### src/rtl/puf_resp_collector.sv
// PUF response collector: packs PUF1/PUF2 response bits into bytes,
// queues them in a show-ahead FIFO and tracks PUF1/PUF2 Hamming distance.
// Ports:
//   clk, fsm_rst        clock, async active-high reset
//   ps                  sequencer state (START/PUF1/PUF2/HALT)
//   puf1/2_counter      challenge index applied to each PUF
//   resp_valid/bit      response strobe and bit
//   out_ready/valid     FIFO pop handshake, out_data = head entry
//   hd_count/pair_count Hamming distance and pairs compared
//   overflow            sticky byte-dropped flag
//   done                registered ps==HALT
module puf_resp_collector #(
   parameter int unsigned DEPTH = 8
) (
   input  logic        clk,
   input  logic        fsm_rst,
   input  logic [1:0]  ps,
   input  logic [7:0]  puf1_counter,
   input  logic [7:0]  puf2_counter,
   input  logic        resp_valid,
   input  logic        resp_bit,
   input  logic        out_ready,
   output logic        out_valid,
   output logic [15:0] out_data,
   output logic [8:0]  hd_count,
   output logic [8:0]  pair_count,
   output logic        overflow,
   output logic        done
);

   typedef enum logic [1:0] {
      ST_START = 2'd0,
      ST_PUF1  = 2'd1,
      ST_PUF2  = 2'd2,
      ST_HALT  = 2'd3
   } ps_e;

   localparam int unsigned AW = $clog2(DEPTH);
   localparam logic [8:0] SAT = 9'h100;
   localparam logic [AW:0] PTR_ONE = {{AW{1'b0}}, 1'b1};

   ps_e        ps_s;
   ps_e        ps_q;
   logic       taken_q, taken_d;
   logic [7:0] sr1_q, sr1_d;
   logic [7:0] sr2_q, sr2_d;
   logic [2:0] c1_q, c1_d;
   logic [2:0] c2_q, c2_d;
   logic       pbit_q, pbit_d;
   logic [7:0] pidx_q, pidx_d;
   logic       pval_q, pval_d;
   logic [8:0] hd_q, hd_d;
   logic [8:0] pair_q, pair_d;
   logic       ovf_q, ovf_d;
   logic       done_q, done_d;
   logic [AW:0] wr_q, wr_d;
   logic [AW:0] rd_q, rd_d;
   logic [8:0] mem [DEPTH];

   logic       ps_chg;
   logic       cap_en;
   logic       cap1;
   logic       cap2;
   logic       match;
   logic       restart;
   logic       push;
   logic [8:0] push_data;
   logic       empty;
   logic       full;
   logic       pop;
   logic       wr_en;
   logic       drop;
   logic [8:0] head;

   assign ps_s = ps_e'(ps);
   assign ps_chg = (ps_s != ps_q);
   // A new visit re-arms capture in its first cycle, before
   // the taken flag has had a chance to clear.
   assign cap_en = resp_valid && (!taken_q || ps_chg);
   assign cap1 = cap_en && (ps_s == ST_PUF1);
   assign cap2 = cap_en && (ps_s == ST_PUF2);
   assign match = cap2 && pval_q && (puf2_counter == pidx_q);
   assign restart = (ps_q == ST_HALT) && (ps_s == ST_START);

   assign push = (cap1 && (c1_q == 3'd7)) ||
                 (cap2 && (c2_q == 3'd7));
   assign push_data = cap1 ? {1'b0, sr1_q[6:0], resp_bit}
                           : {1'b1, sr2_q[6:0], resp_bit};

   assign empty = (wr_q == rd_q);
   assign full  = (wr_q[AW] != rd_q[AW]) &&
                  (wr_q[AW-1:0] == rd_q[AW-1:0]);
   assign pop   = !empty && out_ready;
   assign wr_en = push && (!full || pop);
   assign drop  = push && full && !pop;

   assign head = mem[rd_q[AW-1:0]];
   assign out_valid = !empty;
   assign out_data = empty ? 16'd0 : {head[8], 7'd0, head[7:0]};
   assign hd_count = hd_q;
   assign pair_count = pair_q;
   assign overflow = ovf_q;
   assign done = done_q;

   always_comb begin
      taken_d = taken_q;
      sr1_d   = sr1_q;
      sr2_d   = sr2_q;
      c1_d    = c1_q;
      c2_d    = c2_q;
      pbit_d  = pbit_q;
      pidx_d  = pidx_q;
      pval_d  = pval_q;
      hd_d    = hd_q;
      pair_d  = pair_q;
      ovf_d   = ovf_q;
      done_d  = (ps_s == ST_HALT);
      wr_d    = wr_q;
      rd_d    = rd_q;

      if (cap1 || cap2) begin
         taken_d = 1'b1;
      end else if (ps_chg) begin
         taken_d = 1'b0;
      end

      if (cap1) begin
         sr1_d  = {sr1_q[6:0], resp_bit};
         c1_d   = c1_q + 3'd1;
         pbit_d = resp_bit;
         pidx_d = puf1_counter;
         pval_d = 1'b1;
      end

      if (cap2) begin
         sr2_d = {sr2_q[6:0], resp_bit};
         c2_d  = c2_q + 3'd1;
      end

      if (match) begin
         pval_d = 1'b0;
         if (hd_q != SAT) begin
            hd_d = hd_q + {8'd0, pbit_q ^ resp_bit};
         end
         if (pair_q != SAT) begin
            pair_d = pair_q + 9'd1;
         end
      end

      if (drop) begin
         ovf_d = 1'b1;
      end

      // Run restart discards statistics and partial bytes
      // but leaves queued bytes for the consumer.
      if (restart) begin
         sr1_d  = 8'd0;
         sr2_d  = 8'd0;
         c1_d   = 3'd0;
         c2_d   = 3'd0;
         pval_d = 1'b0;
         hd_d   = 9'd0;
         pair_d = 9'd0;
         ovf_d  = 1'b0;
      end

      if (wr_en) begin
         wr_d = wr_q + PTR_ONE;
      end
      if (pop) begin
         rd_d = rd_q + PTR_ONE;
      end
   end

   always_ff @(posedge clk or posedge fsm_rst) begin
      if (fsm_rst) begin
         ps_q    <= ST_START;
         taken_q <= 1'b0;
         sr1_q   <= 8'd0;
         sr2_q   <= 8'd0;
         c1_q    <= 3'd0;
         c2_q    <= 3'd0;
         pbit_q  <= 1'b0;
         pidx_q  <= 8'd0;
         pval_q  <= 1'b0;
         hd_q    <= 9'd0;
         pair_q  <= 9'd0;
         ovf_q   <= 1'b0;
         done_q  <= 1'b0;
         wr_q    <= '0;
         rd_q    <= '0;
      end else begin
         ps_q    <= ps_s;
         taken_q <= taken_d;
         sr1_q   <= sr1_d;
         sr2_q   <= sr2_d;
         c1_q    <= c1_d;
         c2_q    <= c2_d;
         pbit_q  <= pbit_d;
         pidx_q  <= pidx_d;
         pval_q  <= pval_d;
         hd_q    <= hd_d;
         pair_q  <= pair_d;
         ovf_q   <= ovf_d;
         done_q  <= done_d;
         wr_q    <= wr_d;
         rd_q    <= rd_d;
      end
   end

   always_ff @(posedge clk) begin
      if (wr_en) begin
         mem[wr_q[AW-1:0]] <= push_data;
      end
   end

endmodule

### config.mk
export PLATFORM = sky130hd
export DESIGN_NAME = puf_resp_collector
export DESIGN_NICKNAME = d
export VERILOG_FILES = /design/src/rtl/puf_resp_collector.sv
export SDC_FILE = /design/constraint.sdc
export NUM_CORES = 1
export LEC_CHECK = 0
export ABC_AREA = 1
export BUFFER_PORTS_ARGS = -buffer_cell sky130_fd_sc_hd__buf_2
export CORE_ASPECT_RATIO = 1.2
export CORE_MARGIN = 2
export CORE_UTILIZATION = 42
export CTS_BUF_LIST = sky130_fd_sc_hd__clkbuf_8
export DETAILED_ROUTE_END_ITERATION = 10
export GPL_TIMING_DRIVEN = 0
export PLACE_DENSITY = 0.62
export SYNTH_ARGS = -nofsm -noshare
export SYNTH_HDL_FRONTEND = slang
export SYNTH_SLANG_ARGS = --single-unit
### constraint.sdc
create_clock -name clk -period 3.1 [get_ports clk]
set_input_delay 0.465 -clock clk [delete_from_list [all_inputs] [get_ports clk]]
set_output_delay 0.465 -clock clk [all_outputs]
set_load 0.005 [all_outputs]
==> out/metrics.sh, run 1 <==
FINISH.CELL_COUNT_WITHOUT_FILLERS=970
MAX-CLOCK-PATH-BUFFERS=2
GRT_SETUP_UNREPAIRED='no'
SYNTH.AREA.MUX_SHARE=0.00157
SYNTH_TOP_AREA_FRAC=0.339
MIN_PATH_TYPE='in -> async'
CTS.ROOT.BUFFER_CELL='sky130_fd_sc_hd__clkbuf_8'
SEQ_AREA_FRAC_SYNTH=0.578
SYNTHXORXNORAREAFRAC=0.0220
FINAL_ANTENNA_NET_COUNT=0
CP-END-KIND='primary output'
CORE_AREA_UM2=14900
PORT-BUFFER-COUNT=52
DETAILEDPLACE.WORSTSLACK_NS=0.216
YOSYS_WARNINGS=0
MAPPEDNETLISTAREA_UM2=6380
ROUTEDWLPERCELL_UM=15.4
AREA.SEQUENTIAL_UM2=3690
WORST_PATH_CLASS_SETUP='reg -> out'
DPL.HPWL_MM=10.5
IOPINCOUNT=60
FINAL-MAX-SLEW-VIOLATION-COUNT=0
FLOW.AREA_GROWTH_FROM_SYNTHESIS_PCT=14.4
FINAL_AREA_UM2=7300
GRT_ANTENNA_BEFORE_REPAIR=0
WORST_HOLD_SLACK_NS=0.105
WIRE_LENGTH_OF_THE_FIRST_GLOBAL_ROUTING_PASS_MM=24.1
CLOCK_SINK_COUNT=133
POWER_DENSITY_nW_PER_UM2=668
CTS.REPORTEDPATHS.CLKPINSLEW_NS=0.08
CLOCK-SKEW-FINAL_NS=0.0109
STD_CELL_ROWS=49
GRT_PASS1_VIAS=4911
ROUTABILITYCONGESTION=0.865
NUM_VIAS=4915
FIN_NETS=786
FLOORPLAN.INITIALDENSITY=0.428
CTS.HTREE.LEVELS=4
SYNTH_COMPOUND_GATE_AREA_SHARE=0.0799
TOTALWIRELENGTH_MM=15.0
PLACED_AREA_UM2=6930
LAYOUT_WORST_PATH_CYCLE_SHARE=0.923
POST-LAYOUT-TOTAL-POWER_mW=4.87
FINALCOREUTILIZATION=0.490
SYNTH_TOP_CELL_BY_AREA='sky130_fd_sc_hd__edfxtp_1'
MULTI_INPUT_COMB_AREA_UM2=2280
FINAL_REPORT_SETUP_VIOLATION_COUNT=0
OUTCOME='complete, no violations'
SETUP_TNS_NS=0
SYNTH.LIB_CELLS_USED.DISTINCT=40
FINAL_LAYOUT_SIZE_SUFFIX_GT1_FRAC=0.161
TIMING.CRITICAL_PATH.REQUIRED_NS=2.63
MAX-VDD-IR-DROP_mV=0.246
CHIPHEIGHT_UM=139
MAXCLOCKFREQUENCY_GHz=0.349
MAX_CAP_VIOL=0
GRT_OVERFLOW=0
GRT_UTIL_ALL_LAYERS=0.195
YS_SEQ_ELEMENTS=133
CRITPATHLAUNCHTYPE='flop'
DETAILEDROUTE.FIRSTPASSITERATIONCOUNT=6
PLACE.DETAILED.INSTANCES=938
CRITPATHMAXFANOUT=10
POST_SYNTH_FA_HA_MAJ_AREA_FRACTION=0.0196
FINAL.MIN_CLOCK_PERIOD_NS=2.86
FINALWORSTSETUPSLACK_NS=0.238
CTS-HOLD-FIX-BUFFERS=0
NUMBER_OF_FAILING_HOLD_ENDPOINTS_AT_THE_FINAL_STAGE=0
DETAIL_ROUTE.VIAS_PER_CELL=5.07
DETAIL_ROUTE.DRC_VIOLATIONS=0
N_FILL_CELL=1397
POWER_LEAKAGE_nW=3.25
CTS.REPAIR.RESIZED=0
SLEW-LIMIT-HEADROOM=0.0831
WORSTMARGINPINSLEW_NS=1.36
FIRST_ITER_VIOLATIONS=352
DATA_ARRIVAL_TIME_OF_THE_WORST_PATH_NS=2.40
CTS_BUFFERS=17
DIE_WIDTH_UM=116
SIMPLE_LOGIC_CELL_FRACTION_OF_THE_SYNTHESIZED_AREA=0.231
GRT_MAX_DEGREE=34
CLOCK_LATENCY_NS=0.44
COUNT_OF_INSERTED_ANTENNA_DIODE_CELLS=0
SYNTH_TOP_FAMILY_BY_AREA='simple AND/OR/NAND/NOR gates'
SYN_INST=675
POST-CTS-SETUP-BUFFERS=0
SYN-MEAN-INSTANCE-AREA_UM2=9.45
DIE-AREA_UM2=16200
CTS_TREE='built'
LARGEST_CELLS_BY_AREA_AFTER_SYNTHESIS='sky130_fd_sc_hd__edfxtp_1 (34%), sky130_fd_sc_hd__dfrtp_1 (24%), sky130_fd_sc_hd__nand2_1 (8.5%)'
## Yosys cell counts (all sizes together)
library cell and n:
o21a 1, clkinv 2, nor2 96, o31ai 1
o21bai 2, nand2 147, nand4 23, edfxtp 72
nand3b 1, inv 55, a31oi 9, mux2i 1
clkbuf 10, a21oi 3, a21boi 2, buf 25
nand2b 1, nand3 49, o22ai 10, or2 1
xor2 7, dfrtp 61, ha 10, conb 1
nor3 5, nor4 1, o21ai 66, xnor2 9
nor3b 4
## registers in the layout, indices dropped and copies added, names as in the netlist
signal      count
mem            72
hd_count        9
pair_count      9
pidx_q          8
sr1_q           7
sr2_q           7
rd_q            4
wr_q            4
c1_q            3
c2_q            3
ps_q            2
done            1
overflow        1
pbit_q          1
pval_q          1
taken_q         1
## layer usage
metal,vias to the layer above,track usage,part of all wire,routed length (um)
met1,2362,0.220,0.41,6190
met2,109,0.352,0.53,7920
met3,22,0.0376,0.037,548
li1,2422,-,-,-
met4,0,0.0827,0.022,335
met5,-,0,0,0
## path summary, 6_finish.rpt
check | start | slack, ns | cells after the start | endpoint
max in group asynchronous | fsm_rst | 2.38 | 3 | sr1_q[0]
max reg2reg | ps_q[1] | 0.38 | 6 | mem[7][4]
min | fsm_rst | 0.11 | 2 | rd_q[3]
min in group clk | ps[1] | 0.19 | 1 | ps_q[1]
min reg2reg | c1_q[0] | 0.50 | 1 | c1_q[0]
max | rd_q[0] | 0.24 | 7 | out_data[15]
## worst max-delay path, cell delays in order, from the launching register on
cell and delay (ns):
sky130_fd_sc_hd__dfrtp_1 0.46, sky130_fd_sc_hd__clkinv_1 0.22, sky130_fd_sc_hd__clkbuf_1 0.41, sky130_fd_sc_hd__nor2_1 0.08
sky130_fd_sc_hd__o22ai_1 0.28, sky130_fd_sc_hd__o21ai_0 0.16, sky130_fd_sc_hd__a31oi_1 0.19, sky130_fd_sc_hd__buf_2 0.15
## area by class of cell
type,instances,share of cell area
inverter,57,0.0293
clock inverter,14,0.0156
multi-input combinational,456,0.313
clock buffer,18,0.0340
sequential,133,0.506
timing repair buffer,53,0.0384
buffer,35,0.0290
tap,204,0.0350
## kinds of logic (layout without fill, tap and decap cells)
logic type               after synthesis  after routing
buffers and inverters                 92            177
other                                  1              7
AND/OR/NAND/NOR                      328            328
adder cells (fa/ha/maj)               10             10
flip-flops                           133            133
multiplexers                           1              1
XOR/XNOR                              16             16
AO/OA/AOI/OAI                         94             94
## power breakdown
group	total, mW	internal (mW)	leakage [nW]	switching, mW
Combinational	1.41	0.510	1.60	0.901
Clock	1.33	0.645	0.183	0.681
Sequential	2.13	2.02	1.46	0.112
Total	4.87	3.18	3.25	1.69
## cell usage in the layout, fill, tap and decap left out, types with 3 or more instances in the layout
master                         n
sky130_fd_sc_hd__clkbuf_1     10
sky130_fd_sc_hd__conb_1        7
sky130_fd_sc_hd__inv_1        52
sky130_fd_sc_hd__a21oi_1       3
sky130_fd_sc_hd__buf_4         9
sky130_fd_sc_hd__o22ai_1      10
sky130_fd_sc_hd__ha_1         10
sky130_fd_sc_hd__nor3_1        5
sky130_fd_sc_hd__inv_2         5
sky130_fd_sc_hd__nand3_4       3
sky130_fd_sc_hd__buf_2        65
sky130_fd_sc_hd__edfxtp_1     72
sky130_fd_sc_hd__nand3_1      42
sky130_fd_sc_hd__nand4_1      22
sky130_fd_sc_hd__clkinvlp_4    4
sky130_fd_sc_hd__o21ai_1       6
sky130_fd_sc_hd__clkbuf_8     18
sky130_fd_sc_hd__dfrtp_1      61
sky130_fd_sc_hd__xnor2_1       9
sky130_fd_sc_hd__nor2_1       96
sky130_fd_sc_hd__xor2_1        7
sky130_fd_sc_hd__nor3b_1       4
sky130_fd_sc_hd__nand3_2       4
sky130_fd_sc_hd__a31oi_1       9
sky130_fd_sc_hd__nand2_1     145
sky130_fd_sc_hd__clkinv_2      4
sky130_fd_sc_hd__o21ai_0      60
Power figures use the tool's default switching activity.
==> run 2: changes to the inputs <==
--- a/config.mk
+++ b/config.mk
@@ -7,13 +7,15 @@
 export LEC_CHECK = 0
 export ABC_AREA = 1
 export BUFFER_PORTS_ARGS = -buffer_cell sky130_fd_sc_hd__buf_2
+export CELL_PAD_IN_SITES_DETAIL_PLACEMENT = 0
+export CELL_PAD_IN_SITES_GLOBAL_PLACEMENT = 1
 export CORE_ASPECT_RATIO = 1.2
 export CORE_MARGIN = 2
 export CORE_UTILIZATION = 42
 export CTS_BUF_LIST = sky130_fd_sc_hd__clkbuf_8
 export DETAILED_ROUTE_END_ITERATION = 10
 export GPL_TIMING_DRIVEN = 0
-export PLACE_DENSITY = 0.62
+export PLACE_DENSITY = 0.76
 export SYNTH_ARGS = -nofsm -noshare
 export SYNTH_HDL_FRONTEND = slang
 export SYNTH_SLANG_ARGS = --single-unit
==> out/metrics.sh, run 2 (synthesis gave the netlist of run 1 again) <==
OUTCOME='complete, no violations'
GRT_OVERFLOW=0
MAXCLOCKFREQUENCY_GHz=0.349
AREA.SEQUENTIAL_UM2=3690
MAX-CLOCK-PATH-BUFFERS=2
DETAIL_ROUTE.DRC_VIOLATIONS=0
PORT-BUFFER-COUNT=52
FIRST_ITER_VIOLATIONS=388
CLOCK_LATENCY_NS=0.44
FINAL.MIN_CLOCK_PERIOD_NS=2.87
FINAL_ANTENNA_NET_COUNT=0
CTS_TREE='built'
CTS.HTREE.LEVELS=4
CRITPATHLAUNCHTYPE='flop'
CTS_BUFFERS=17
TIMING.CRITICAL_PATH.REQUIRED_NS=2.63
CLOCK_SINK_COUNT=133
CP-END-KIND='primary output'
IOPINCOUNT=60
CTS.REPAIR.RESIZED=0
MAX_CAP_VIOL=0
LARGEST_REG_FLOPS=72
DIE-AREA_UM2=16200
LAYOUT_WORST_PATH_CYCLE_SHARE=0.925
WORST_HOLD_SLACK_NS=0.0695
GRT_ANTENNA_BEFORE_REPAIR=0
SLEW-LIMIT-HEADROOM=0.194
STD_CELL_ROWS=49
CLOCK-SKEW-FINAL_NS=0.0107
FLOORPLAN.INITIALDENSITY=0.428
CTS-HOLD-FIX-BUFFERS=0
TOTALWIRELENGTH_MM=14.9
N_FILL_CELL=1377
WORST_PATH_CLASS_SETUP='reg -> out'
LAYOUT_COMMONEST_CELL='sky130_fd_sc_hd__nand2_1'
WIRE_LENGTH_OF_THE_FIRST_GLOBAL_ROUTING_PASS_MM=23.7
WORSTMARGINPINSLEW_NS=1.20
MULTI_INPUT_COMB_AREA_UM2=2280
DETAIL_ROUTE.VIAS_PER_CELL=5.01
FINAL_LAYOUT_SIZE_SUFFIX_GT1_FRAC=0.161
GRT_SETUP_UNREPAIRED='no'
FLOW.AREA_GROWTH_FROM_SYNTHESIS_PCT=14.5
FINAL_CELL_MIX='sky130_fd_sc_hd__nand2_1 (145), sky130_fd_sc_hd__nor2_1 (96), sky130_fd_sc_hd__edfxtp_1 (72)'
POST-LAYOUT-TOTAL-POWER_mW=4.88
GRT_PASS1_VIAS=4770
GRT_UTIL_ALL_LAYERS=0.192
FINAL-MAX-SLEW-VIOLATION-COUNT=0
DPL.HPWL_MM=10.3
POWER_DENSITY_nW_PER_UM2=669
SETUP_TNS_NS=0
MIN_PATH_TYPE='in -> async'
FIN_NETS=786
FINALCOREUTILIZATION=0.490
GRT_MAX_DEGREE=40
POWER_LEAKAGE_nW=3.24
DIE_WIDTH_UM=116
MAX-VDD-IR-DROP_mV=0.223
CORE_AREA_UM2=14900
ROUTEDWLPERCELL_UM=15.4
CTS.ROOT.BUFFER_CELL='sky130_fd_sc_hd__clkbuf_8'
ROUTABILITYCONGESTION=0.825
NUM_VIAS=4855
CTS.REPORTEDPATHS.CLKPINSLEW_NS=0.08
DATA_ARRIVAL_TIME_OF_THE_WORST_PATH_NS=2.40
CHIPHEIGHT_UM=139
DETAILEDROUTE.FIRSTPASSITERATIONCOUNT=5
NUMBER_OF_FAILING_HOLD_ENDPOINTS_AT_THE_FINAL_STAGE=0
COUNT_OF_INSERTED_ANTENNA_DIODE_CELLS=0
POST-CTS-SETUP-BUFFERS=0
FINAL_REPORT_SETUP_VIOLATION_COUNT=0
CRITPATHMAXFANOUT=10
## run 2: per-layer routing
metal	up-vias	GRT usage	wire length, um
met5	-	0	0
met4	0	0.0677	229
met3	21	0.0402	469
met2	88	0.345	7940
met1	2328	0.223	6300
li1	2418	-	-
## run 2: metrics by stage
step / area [um^2] / cells / setup WS [ns]
6_report: 7300 / 970 / 0.232
5_1_grt: 7300 / 970 / 0.147
4_1_cts: 7300 / 970 / 0.214
3_5_place_dp: 6930 / 938 / 0.270
3_3_place_gp: 6910 / 937 / 0.194
2_1_floorplan: 6400 / 681 / 1.05
## run 2: worst max-delay path, cell delays in order, from the launching register on
cell and delay, ns:
sky130_fd_sc_hd__dfrtp_1 0.45, sky130_fd_sc_hd__clkinv_1 0.30, sky130_fd_sc_hd__clkbuf_1 0.34, sky130_fd_sc_hd__o21ai_0 0.22
sky130_fd_sc_hd__o22ai_1 0.12, sky130_fd_sc_hd__o21ai_0 0.29, sky130_fd_sc_hd__a31oi_1 0.09, sky130_fd_sc_hd__buf_2 0.16
## run 2: worst paths after layout
path / start / to / slack, ns / cells after the start
max in group asynchronous: fsm_rst / pidx_q[5] / 2.42 / 3
min in group clk: ps[1] / ps_q[1] / 0.20 / 1
worst min-delay path: fsm_rst / done / 0.07 / 2
worst max register to register: ps_q[1] / mem[7][1] / 0.52 / 6
worst min register to register: c1_q[0] / c1_q[0] / 0.49 / 1
worst max-delay path: rd_q[0] / out_data[7] / 0.23 / 7
## run 2: power breakdown
| group | internal (mW) | switching, mW |
|---|---|---|
| Clock | 0.635 | 0.701 |
| Combinational | 0.510 | 0.907 |
| Sequential | 2.02 | 0.107 |
| Total | 3.17 | 1.71 |
## run 2: area by class of cell
| cell class | count | area share |
|---|---|---|
| Buffer | 35 | 0.0290 |
| Clock buffer | 17 | 0.0321 |
| Clock inverter | 15 | 0.0178 |
| Inverter | 57 | 0.0293 |
| Multi-Input combinational cell | 456 | 0.313 |
| Sequential cell | 133 | 0.505 |
| Tap cell | 204 | 0.0350 |
| Timing Repair Buffer | 53 | 0.0384 |
==> run 3: changes to the inputs <==
--- a/config.mk
+++ b/config.mk
@@ -5,7 +5,6 @@
 export SDC_FILE = /design/constraint.sdc
 export NUM_CORES = 1
 export LEC_CHECK = 0
-export ABC_AREA = 1
 export BUFFER_PORTS_ARGS = -buffer_cell sky130_fd_sc_hd__buf_2
 export CELL_PAD_IN_SITES_DETAIL_PLACEMENT = 0
 export CELL_PAD_IN_SITES_GLOBAL_PLACEMENT = 1
@@ -15,7 +14,7 @@
 export CTS_BUF_LIST = sky130_fd_sc_hd__clkbuf_8
 export DETAILED_ROUTE_END_ITERATION = 10
 export GPL_TIMING_DRIVEN = 0
-export PLACE_DENSITY = 0.76
+export PLACE_DENSITY_LB_ADDON = 0.1
 export SYNTH_ARGS = -nofsm -noshare
 export SYNTH_HDL_FRONTEND = slang
 export SYNTH_SLANG_ARGS = --single-unit
==> out/metrics.sh, run 3 <==
POST_SYNTH_FA_HA_MAJ_AREA_FRACTION=0.0213
CLOCK-SKEW-FINAL_NS=0.0108
WORST-R2R-SETUP-SLACK_NS=0.37
ROUTEDWLPERCELL_UM=16.6
M1_WIRE_LENGTH_MM=5.05
MAPPEDNETLISTAREA_UM2=5880
CTS.REPORTEDPATHS.CLKPINSLEW_NS=0.08
COUNT_OF_INSERTED_ANTENNA_DIODE_CELLS=0
LAYOUT_COMMONEST_CELL='sky130_fd_sc_hd__edfxtp_1'
YOSYS_WARNINGS=0
N_FILL_CELL=1260
FIRST_ITER_VIOLATIONS=143
FLOW.AREA_GROWTH_FROM_SYNTHESIS_PCT=15.7
FIN_NETS=549
GRT_SETUP_UNREPAIRED='no'
DATA_ARRIVAL_TIME_OF_THE_WORST_PATH_NS=2.27
ROUTABILITYCONGESTION=0.781
ASYNC_RESET_FF_FRAC=0.459
DIE-AREA_UM2=15000
FINAL_CELL_MIX='sky130_fd_sc_hd__edfxtp_1 (72), sky130_fd_sc_hd__dfrtp_1 (61), sky130_fd_sc_hd__buf_2 (56)'
WORST_PATH_CLASS_SETUP='reg -> out'
DETAIL_ROUTE.DRC_VIOLATIONS=0
POWER_LEAKAGE_nW=2.86
SYN-MEAN-INSTANCE-AREA_UM2=13.5
SYNTH_COMPOUND_GATE_AREA_SHARE=0.0434
WORST_CASE_REG_TO_REG_PATH_DEPTH=6
SEQ_AREA_FRAC_SYNTH=0.627
OUTCOME='complete, no violations'
STD_CELL_ROWS=47
MAXCLOCKFREQUENCY_GHz=0.365
LAYOUT_WORST_PATH_CYCLE_SHARE=0.883
POST-LAYOUT-TOTAL-POWER_mW=4.52
SYNTH.LIB_CELLS_USED.DISTINCT=45
NUM_VIAS=3587
LARGEST_CELLS_BY_AREA_AFTER_SYNTHESIS='sky130_fd_sc_hd__edfxtp_1 (37%), sky130_fd_sc_hd__dfrtp_1 (26%), sky130_fd_sc_hd__mux4_2 (6.9%)'
SYNTH_TOP_FAMILY_BY_AREA='simple AND/OR/NAND/NOR gates'
GRT_PASS1_VIAS=3604
FINAL-MAX-SLEW-VIOLATION-COUNT=0
IOPINCOUNT=60
WORSTSETUPSTARTPOINT='wr_q[0]'
WORSTMARGINPINSLEW_NS=0.913
FINAL_LAYOUT_SIZE_SUFFIX_GT1_FRAC=0.257
YOSYSMOSTFREQUENTCELL='sky130_fd_sc_hd__edfxtp_1'
CTS.HTREE.LEVELS=4
YS.FLOP_TYPE='sky130_fd_sc_hd__edfxtp_1'
CP-END-KIND='primary output'
CTS.ROOT.BUFFER_CELL='sky130_fd_sc_hd__clkbuf_8'
FINAL.MIN_CLOCK_PERIOD_NS=2.74
LARGEST_REG_FLOPS=72
SYN_INST=436
SYNTH_TOP_AREA_FRAC=0.367
FINAL_ANTENNA_NET_COUNT=0
UPPERMOST_ROUTED_LAYER='met4'
MET3_WIRELENGTH_UM=363
FINAL_REPORT_SETUP_VIOLATION_COUNT=0
SYNTH_ENABLE_FLOP_CELLS=72
TIMING.RR.START='wr_q[0]'
FLOORPLAN.INITIALDENSITY=0.428
MET2_WIRELENGTH_MM=6.03
CLOCK_SINK_COUNT=133
TOTALWIRELENGTH_MM=11.6
R2R_END='mem[6][1]'
MAX-VDD-IR-DROP_mV=0.261
GRT_MAX_DEGREE=41
CRITPATHMAXFANOUT=10
CTS_TREE='built'
CLOCK_LATENCY_NS=0.44
CORE_AREA_UM2=13800
PORT-BUFFER-COUNT=52
SYNTH_COMMONEST_CELLS='sky130_fd_sc_hd__edfxtp_1 (72), sky130_fd_sc_hd__dfrtp_1 (61), sky130_fd_sc_hd__nand2_1 (50)'
GRT_ANTENNA_BEFORE_REPAIR=0
FINALCOREUTILIZATION=0.495
SYNTH.AREA.MUX_SHARE=0.120
DETAILEDROUTE.FIRSTPASSITERATIONCOUNT=4
SLEW-LIMIT-HEADROOM=0.389
DIE_WIDTH_UM=112
DPL.HPWL_MM=8.24
CTS_BUFFERS=17
YS_SEQ_ELEMENTS=133
CRITPATHLAUNCHTYPE='flop'
MAX_CAP_VIOL=0
NUMBER_OF_FAILING_HOLD_ENDPOINTS_AT_THE_FINAL_STAGE=0
GRT_UTIL_ALL_LAYERS=0.165
CHIPHEIGHT_UM=134
MIN_PATH_TYPE='in -> async'
SYNTH_TOP_CELL_BY_AREA='sky130_fd_sc_hd__edfxtp_1'
TIMING.CRITICAL_PATH.REQUIRED_NS=2.63
MAX-CLOCK-PATH-BUFFERS=2
GRT_OVERFLOW=0
SIMPLE_LOGIC_CELL_FRACTION_OF_THE_SYNTHESIZED_AREA=0.125
SYNTHXORXNORAREAFRAC=0.0372
WIRE_LENGTH_OF_THE_FIRST_GLOBAL_ROUTING_PASS_MM=19.0
POWER_DENSITY_nW_PER_UM2=664
POST-CTS-SETUP-BUFFERS=0
DETAIL_ROUTE.VIAS_PER_CELL=5.12
run 3: cell count changes after synthesis, sizes merged, moves of 11 or more:
| cell | delta |
|---|---|
| nand2 | -97 |
| inv | -47 |
| nand3 | -38 |
| xnor2 | +11 |
| nand4 | -12 |
| buf | -11 |
| nor2 | -62 |
| mux4 | +18 |
| mux2i | +18 |
| o21ai | -55 |
run 3: per-stage QoR:
step | std cells | setup WS [ns] | hold slack (ns) | TNS (ns) | instance area, um^2
after floorplan | 442 | 0.729 | 0.461 | 0 | 5910
after global placement | 665 | -0.258 | 0.476 | -2.38 | 6380
after detailed placement | 668 | 0.00742 | 0.484 | 0 | 6430
after CTS | 700 | 0.0276 | 0.0413 | 0 | 6800
after global routing | 700 | 0.0685 | 0.0697 | 0 | 6810
final | 700 | 0.363 | 0.0535 | 0 | 6810
run 3: worst max-delay path, stage by stage, from the launching register on:
cell                       delay (ns)
sky130_fd_sc_hd__dfrtp_1         0.35
sky130_fd_sc_hd__clkbuf_1        0.34
sky130_fd_sc_hd__xnor2_1         0.17
sky130_fd_sc_hd__nand3_1         0.18
sky130_fd_sc_hd__nor2b_1         0.27
sky130_fd_sc_hd__clkbuf_2        0.31
sky130_fd_sc_hd__nor2_1          0.09
sky130_fd_sc_hd__buf_2           0.13
run 3: kinds of logic after synthesis:
family,after synthesis
AOI/OAI and AO/OA,40
muxes,47
DFF,133
xor gates and xnor gates,25
and+or+nand+nor,149
adders and majority gates,10
other,1
buffers and inverters,31
run 3: area by class of cell:
type | count | area, um^2 | area share
tap | 171 | 214 | 0.0314
timing repair buffer | 55 | 293 | 0.0430
sequential | 133 | 3690 | 0.542
clock inverter | 15 | 139 | 0.0204
inverter | 8 | 30.0 | 0.00441
multi-input combinational | 278 | 2090 | 0.307
buffer | 23 | 118 | 0.0173
clock buffer | 17 | 234 | 0.0344
run 3: layer usage:
metal / track usage / vias to the layer above
li1: - / 1758
met1: 0.204 / 1751
met2: 0.282 / 66
met3: 0.0423 / 12
met4: 0.0556 / 0
met5: 0 / -
run 3: worst max path at each step:
stage / depth (start not counted) / endpoint
global placement: 6 / mem[0][6]
detailed placement: 6 / mem[2][8]
finish: 7 / out_data[7]
floorplan: 6 / mem[2][0]
CTS: 6 / mem[2][4]
global route: 7 / out_data[3]
run 3: timing repair:
action                     in CTS  in global routing
setup endpoints to repair       0                 10
gates resized for setup         0                  2
hold buffers                    0                  0
run 3: power breakdown:
part | switching [mW] | internal, mW | leakage, nW
combinational | 0.533 | 0.540 | 1.22
sequential | 0.0925 | 2.01 | 1.46
clock | 0.761 | 0.590 | 0.179
